**config.mk**
```make
export PLATFORM = sky130hd
export DESIGN_NAME = lane_mover
export DESIGN_NICKNAME = d
export VERILOG_FILES = /design/src/rtl/bd_pkg.sv /design/src/rtl/lane_step.sv /design/src/rtl/lane_mover.sv
export SDC_FILE = /design/constraint.sdc
export NUM_CORES = 1
export LEC_CHECK = 0
export CORE_UTILIZATION = 58
export DETAILED_ROUTE_END_ITERATION = 8
export PLACE_DENSITY = 0.91
export SLEW_MARGIN = 10
export SYNTH_ARGS = -nofsm -noshare
export SYNTH_HDL_FRONTEND = slang
export SYNTH_SLANG_ARGS = --single-unit
```
**constraint.sdc**
```tcl
create_clock -name clk -period 3.3 [get_ports clk]
set_input_delay 0.66 -clock clk [delete_from_list [all_inputs] [get_ports clk]]
set_output_delay 0.66 -clock clk [all_outputs]
set_load 0.02 [all_outputs]
```
**src/rtl/bd_pkg.sv**
```systemverilog
// Shared BuildingDrops definitions: keyboard scan codes, lane FSM states and
// default auto-repeat timing for a 50 MHz system clock.
package bd_pkg;

  localparam logic [7:0] KEY_LEFT_CODE  = 8'h6b;
  localparam logic [7:0] KEY_RIGHT_CODE = 8'h74;

  typedef enum logic [1:0] {
    IDLE   = 2'd0,
    HOLD_L = 2'd1,
    HOLD_R = 2'd2
  } state_t;

  // 0.5 s before the first repeat, then one repeat every 125 ms
  localparam int CLK_HZ               = 50_000_000;
  localparam int DEFAULT_REPEAT_DELAY = 25_000_000;
  localparam int DEFAULT_REPEAT_RATE  = 6_250_000;
  localparam int DEFAULT_CW           = 25;

endpackage

```
**src/rtl/lane_step.sv**
```systemverilog
// Combinational single-step lane arithmetic with wrap or saturate at the edges.
// Shared by the player mover and the enemy-lane logic.
module lane_step #(
  parameter int LANES = 4,
  parameter int LW    = 4,
  parameter int WRAP  = 1
) (
  input  logic [LW-1:0] lane,
  input  logic          inc,
  output logic [LW-1:0] next_lane,
  output logic          changed
);

  localparam logic [LW-1:0] TOP = LW'(LANES - 1);

  // Edges are detected explicitly so the result never depends on LW overflow
  always_comb begin
    next_lane = lane;
    changed   = 1'b0;
    if (inc) begin
      if (lane == TOP) begin
        if (WRAP != 0) begin
          next_lane = '0;
          changed   = 1'b1;
        end
      end else begin
        next_lane = lane + 1'b1;
        changed   = 1'b1;
      end
    end else begin
      if (lane == '0) begin
        if (WRAP != 0) begin
          next_lane = TOP;
          changed   = 1'b1;
        end
      end else begin
        next_lane = lane - 1'b1;
        changed   = 1'b1;
      end
    end
  end

endmodule

```
**src/rtl/lane_mover.sv**
```systemverilog
// Player-lane controller: press-to-move with hold-to-auto-repeat, wrap or
// saturate at the edges, and a registered move strobe for renderer and sound.
module lane_mover
  import bd_pkg::*;
#(
  parameter int          LANES        = 4,
  parameter int          LW           = 4,
  parameter int          START_LANE   = 0,
  parameter int          WRAP         = 1,
  parameter int          REPEAT_DELAY = DEFAULT_REPEAT_DELAY,
  parameter int          REPEAT_RATE  = DEFAULT_REPEAT_RATE,
  parameter int          CW           = DEFAULT_CW,
  parameter logic [7:0]  KEY_LEFT     = KEY_LEFT_CODE,
  parameter logic [7:0]  KEY_RIGHT    = KEY_RIGHT_CODE
) (
  input  logic          clk,
  input  logic          rst_n,
  input  logic          enable,
  input  logic          scene_start,
  input  logic [7:0]    key,
  input  logic          key_valid,
  input  logic          key_released,
  output logic [LW-1:0] lane,
  output logic          moved,
  output logic          dir,
  output logic          at_edge
);

  localparam logic [CW-1:0] DELAY_LOAD = CW'(REPEAT_DELAY - 1);
  localparam logic [CW-1:0] RATE_LOAD  = CW'(REPEAT_RATE - 1);

  state_t        state, next_state;
  logic [CW-1:0] cnt, cnt_next;
  logic          step_req, step_inc;
  logic [LW-1:0] step_lane;
  logic          step_changed;
  logic          move_pend, pend_dir;

  logic left_make, right_make, left_break, right_break;

  assign left_make   = key_valid && !key_released && (key == KEY_LEFT);
  assign right_make  = key_valid && !key_released && (key == KEY_RIGHT);
  assign left_break  = key_valid &&  key_released && (key == KEY_LEFT);
  assign right_break = key_valid &&  key_released && (key == KEY_RIGHT);

  lane_step #(
    .LANES (LANES),
    .LW    (LW),
    .WRAP  (WRAP)
  ) u_step (
    .lane      (lane),
    .inc       (step_inc),
    .next_lane (step_lane),
    .changed   (step_changed)
  );

  // Typematic makes of the held key fall through to the counter branch, so
  // the counter stays the only source of repeats.
  always_comb begin
    next_state = state;
    cnt_next   = cnt;
    step_req   = 1'b0;
    step_inc   = 1'b0;
    if (scene_start || !enable) begin
      next_state = IDLE;
      cnt_next   = '0;
    end else begin
      case (state)
        IDLE: begin
          if (left_make) begin
            step_req   = 1'b1;
            step_inc   = 1'b1;
            next_state = HOLD_L;
            cnt_next   = DELAY_LOAD;
          end else if (right_make) begin
            step_req   = 1'b1;
            next_state = HOLD_R;
            cnt_next   = DELAY_LOAD;
          end
        end
        HOLD_L: begin
          if (right_make) begin
            step_req   = 1'b1;
            next_state = HOLD_R;
            cnt_next   = DELAY_LOAD;
          end else if (left_break) begin
            next_state = IDLE;
            cnt_next   = '0;
          end else if (cnt == '0) begin
            step_req = 1'b1;
            step_inc = 1'b1;
            cnt_next = RATE_LOAD;
          end else begin
            cnt_next = cnt - 1'b1;
          end
        end
        HOLD_R: begin
          if (left_make) begin
            step_req   = 1'b1;
            step_inc   = 1'b1;
            next_state = HOLD_L;
            cnt_next   = DELAY_LOAD;
          end else if (right_break) begin
            next_state = IDLE;
            cnt_next   = '0;
          end else if (cnt == '0) begin
            step_req = 1'b1;
            cnt_next = RATE_LOAD;
          end else begin
            cnt_next = cnt - 1'b1;
          end
        end
        default: begin
          next_state = IDLE;
          cnt_next   = '0;
        end
      endcase
    end
  end

  // moved/dir trail the lane change by one cycle through move_pend/pend_dir
  always_ff @(posedge clk or negedge rst_n) begin
    if (!rst_n) begin
      state     <= IDLE;
      cnt       <= '0;
      lane      <= LW'(START_LANE);
      move_pend <= 1'b0;
      pend_dir  <= 1'b0;
      moved     <= 1'b0;
      dir       <= 1'b0;
    end else begin
      state     <= next_state;
      cnt       <= cnt_next;
      moved     <= move_pend;
      move_pend <= 1'b0;
      if (move_pend) begin
        dir <= pend_dir;
      end
      if (scene_start) begin
        lane <= LW'(START_LANE);
      end else if (step_req && step_changed) begin
        lane      <= step_lane;
        move_pend <= 1'b1;
        pend_dir  <= step_inc;
      end
    end
  end

  assign at_edge = (lane == '0) || (lane == LW'(LANES - 1));

endmodule

```
==> results.yml <==
setup_path:
  startpoint: "key[4]"
  worstReg2RegStart: "cnt[3]"
  rrSetupSlack_ns: 0.59
  cp-start-kind: "input port"
  reg2reg_to: "cnt[23]"
  end_kind: "flop"
  r2r_cells: 6
  cp.arrival_ns: 2.97
  required_ns: 3.53
  crit_path_max_fanout: 10
  criticalPathCategory: "in -> reg"
layout:
  final_nets: 315
  diodes: 0
  multi_input_area_um2: 1450
  fin_area_um2: 2760
  fillers: 315
  seqCellArea_um2: 876
  drive_gt1_share_pct: 10.4
  stdcell_count: 348
  area_delta_synth_final_pct: 14.8
logic_synthesis:
  syn_nets: 290
  synth.area.top_cells: "dfrtp_1, o21ai_0, nor2_1"
  ys_seq_area_share_pct: 36.5
  netlist_instances: 272
  yosys.area.top_type: "dfrtp_1"
  synth-seq-cells: 35
  synth-edff-count: 0
  syn_area_per_cell_um2: 8.83
  yosys_warnings: 0
  ys.flop_type: "dfrtp_1"
  synth.distinct_cells: 55
  async_flop_share_pct: 100
  yosysTopAreaCellShare_pct: 36.5
  syn_area_um2: 2400
sta:
  timing_hold_violations_final: 0
  finClkSkew_ns: 0.00829
  max_slew.worst_pin.slew_ns: 1.01
  finalSetupViolCount: 0
  period_needed_ns: 2.74
  fin_crit_sh_pct: 83.0
  rsz0062_at_grt: "false"
  slew_headroom_pct: 32.1
  tns_ns: 0
  fmax_mhz: 365
  report.final.slew_viol_count: 0
  fin_hold_ws_ns: 0.410
routing:
  routed-wl-met2_um: 2930
  wirelength_met1_um: 2630
  vias: 2327
  drt_iter0_drc: 236
  drc_errors: 0
  totalWireLength_um: 6010
  drtPass1Iterations: 5
  avgViaCountPerCell: 6.69
  wl_met3_um: 354
  highest_layer: "met4"
  avgRoutedWirePerCell_um: 17.3
  drtAntennaViolNets: 0
min_path:
  worstHoldStart: "move_pend"
  hold_path_class: "reg -> reg"
  min_to: "moved"
  worstHoldPathCells: 0
cts:
  numClockSinks: 35
  numCtsBuffers: 5
  clkTransAtPathRegs_ns: 0.07
  cts_setup_buffers: 0
  cts.htree.levels: 2
  cts_hold_buf: 0
  cts_root_buffer: "clkbuf_8"
  cts_tree: "done"
  clk_latency_ns: 0.29
  ctsResizeCount: 0
  clk_path_buf_depth: 2
placement:
  placed_area_um2: 2680
  io_buffers: 20
  globalplace.congestion: 0.835
  dpl.cell_count: 340
  hpwl_um: 4210
global_routing:
  grt_start_max_net_pins: 36
  antenna_found_initial: 0
  grt_pass1_wl_um: 10300
  grt-ovfl-total: 0
  track_usage_pct: 31.1
  grt_pass1_vias: 2184
floorplan:
  fp.dieArea_um2: 4400
  die_h_um: 66.3
  fp.dieW_um: 66.3
  ios: 21
  rows: 23
  initial_core_util_pct: 60.0
  core-area_um2: 4000
status:
  status: "complete, no violations"
power:
  leakage_nw: 1.23
  power_density_nw_per_um2: 304
  peakVddDrop_mv: 0.175
run:
  drv_cap: 0
==> worst max-delay path, stage by stage <==
cell	delay, ns
clkdlybuf4s50_1	0.49
and4bb_2	0.28
nor3b_1	0.15
o211ai_1	0.74
o31ai_4	0.28
o22ai_1	0.23
a22o_1	0.14
==> power by group <==
group	total, W	internal [W]	switching [W]	leakage, nW
combinational	0.0000953	0.0000393	0.0000560	0.701
clock	0.000310	0.000148	0.000161	0.0422
sequential	0.000434	0.000431	0.00000277	0.488
==> how the worst max path moves through the flow <==
stage / to / slack [ns] / cells after the start
3_5_place_dp: lane[3] / 0.27 / 7
5_1_grt: cnt[5] / 0.34 / 7
3_3_place_gp: lane[3] / 0.35 / 7
4_1_cts: cnt[23] / 0.58 / 6
6_report: lane[3] / 0.56 / 7
2_1_floorplan: lane[3] / 0.96 / 7
==> flip-flops by register name, summed over array words and instances (netlist names) <==
name       flops
lane           4
dir            1
move_pend      1
state          2
moved          1
pend_dir       1
cnt           25
==> through the flow <==
| stage | power, W | utilization, % | worst slack, ns |
|---|---|---|---|
| final | 0.000838 | 68.9 | 0.561 |
| after global routing | 0.000866 | 68.9 | 0.341 |
| after CTS | 0.000836 | 68.9 | 0.576 |
| after detailed placement | 0.000536 | 66.9 | 0.267 |
| after global placement | 0.000533 | 66.9 | 0.347 |
| after floorplan | 0.000493 | - | 0.965 |
==> routing by layer <==
layer	vias to the layer above	GRT usage, %
met1	1130	41.9
met5	-	0
li1	1094	-
met4	0	8.78
met2	90	50.4
met3	13	5.86
==> cells by family after synthesis <==
logic type | after synthesis | synth area share, %
buffers and inverters | 19 | 2.97
AND/OR/NAND/NOR | 115 | 28.6
XOR/XNOR | 3 | 1.09
multiplexers | 6 | 2.55
flip-flops | 35 | 36.5
AO/OA/AOI/OAI | 90 | 26.3
adder cells (fa/ha/maj) | 4 | 2.08
==> final cells by class <==
type	count	share of cell area [%]
multi-input cells	218	52.7
well taps	50	2.27
clock buffers	7	2.77
repair buffers	25	8.62
clock inverters	1	0.182
flip-flops and latches	35	31.8
inverters	12	1.63
==> cell usage after synthesis (2+ instances only) <==
| cell | instances |
|---|---|
| nor3b_1 | 2 |
| a221o_1 | 4 |
| o21a_1 | 3 |
| ha_1 | 4 |
| and3_1 | 2 |
| nor4_4 | 2 |
| nor3_1 | 13 |
| nor2b_1 | 4 |
| dfrtp_1 | 35 |
| or3_1 | 4 |
| clkbuf_1 | 7 |
| a22o_1 | 8 |
| o31ai_1 | 4 |
| a41oi_1 | 2 |
| nor3_2 | 2 |
| nand2b_1 | 2 |
| o211ai_1 | 3 |
| mux2i_1 | 5 |
| or4_4 | 2 |
| a31oi_1 | 6 |
| or4_1 | 2 |
| nor4_2 | 2 |
| a21o_1 | 6 |
| nand2_1 | 24 |
| o22ai_1 | 3 |
| nand3_1 | 10 |
| o21ai_0 | 24 |
| or2_2 | 2 |
| a22oi_1 | 2 |
| a21oi_1 | 16 |
| nor2_1 | 25 |
| nand3b_1 | 2 |
| inv_1 | 12 |
| nor4_1 | 6 |
| xnor2_1 | 2 |
==> placed cells by master, fill, tap and decap left out, types with 3 or more instances in the layout <==
master           count
nor2_1              25
o21a_1               3
o211ai_1             3
nor4_1               6
a22o_1               8
or3_1                4
a21o_1               6
inv_1               12
buf_4                5
mux2i_1              5
o22ai_1              3
nor2b_1              4
o21ai_0             24
clkdlybuf4s50_1     20
nor3_1              13
nand3_1             10
clkbuf_8             5
a21oi_1             16
a31oi_1              6
nand2_1             24
a221o_1              4
ha_1                 4
o31ai_1              4
dfrtp_1             35
Note: power is estimated with default switching activity, not from simulation.
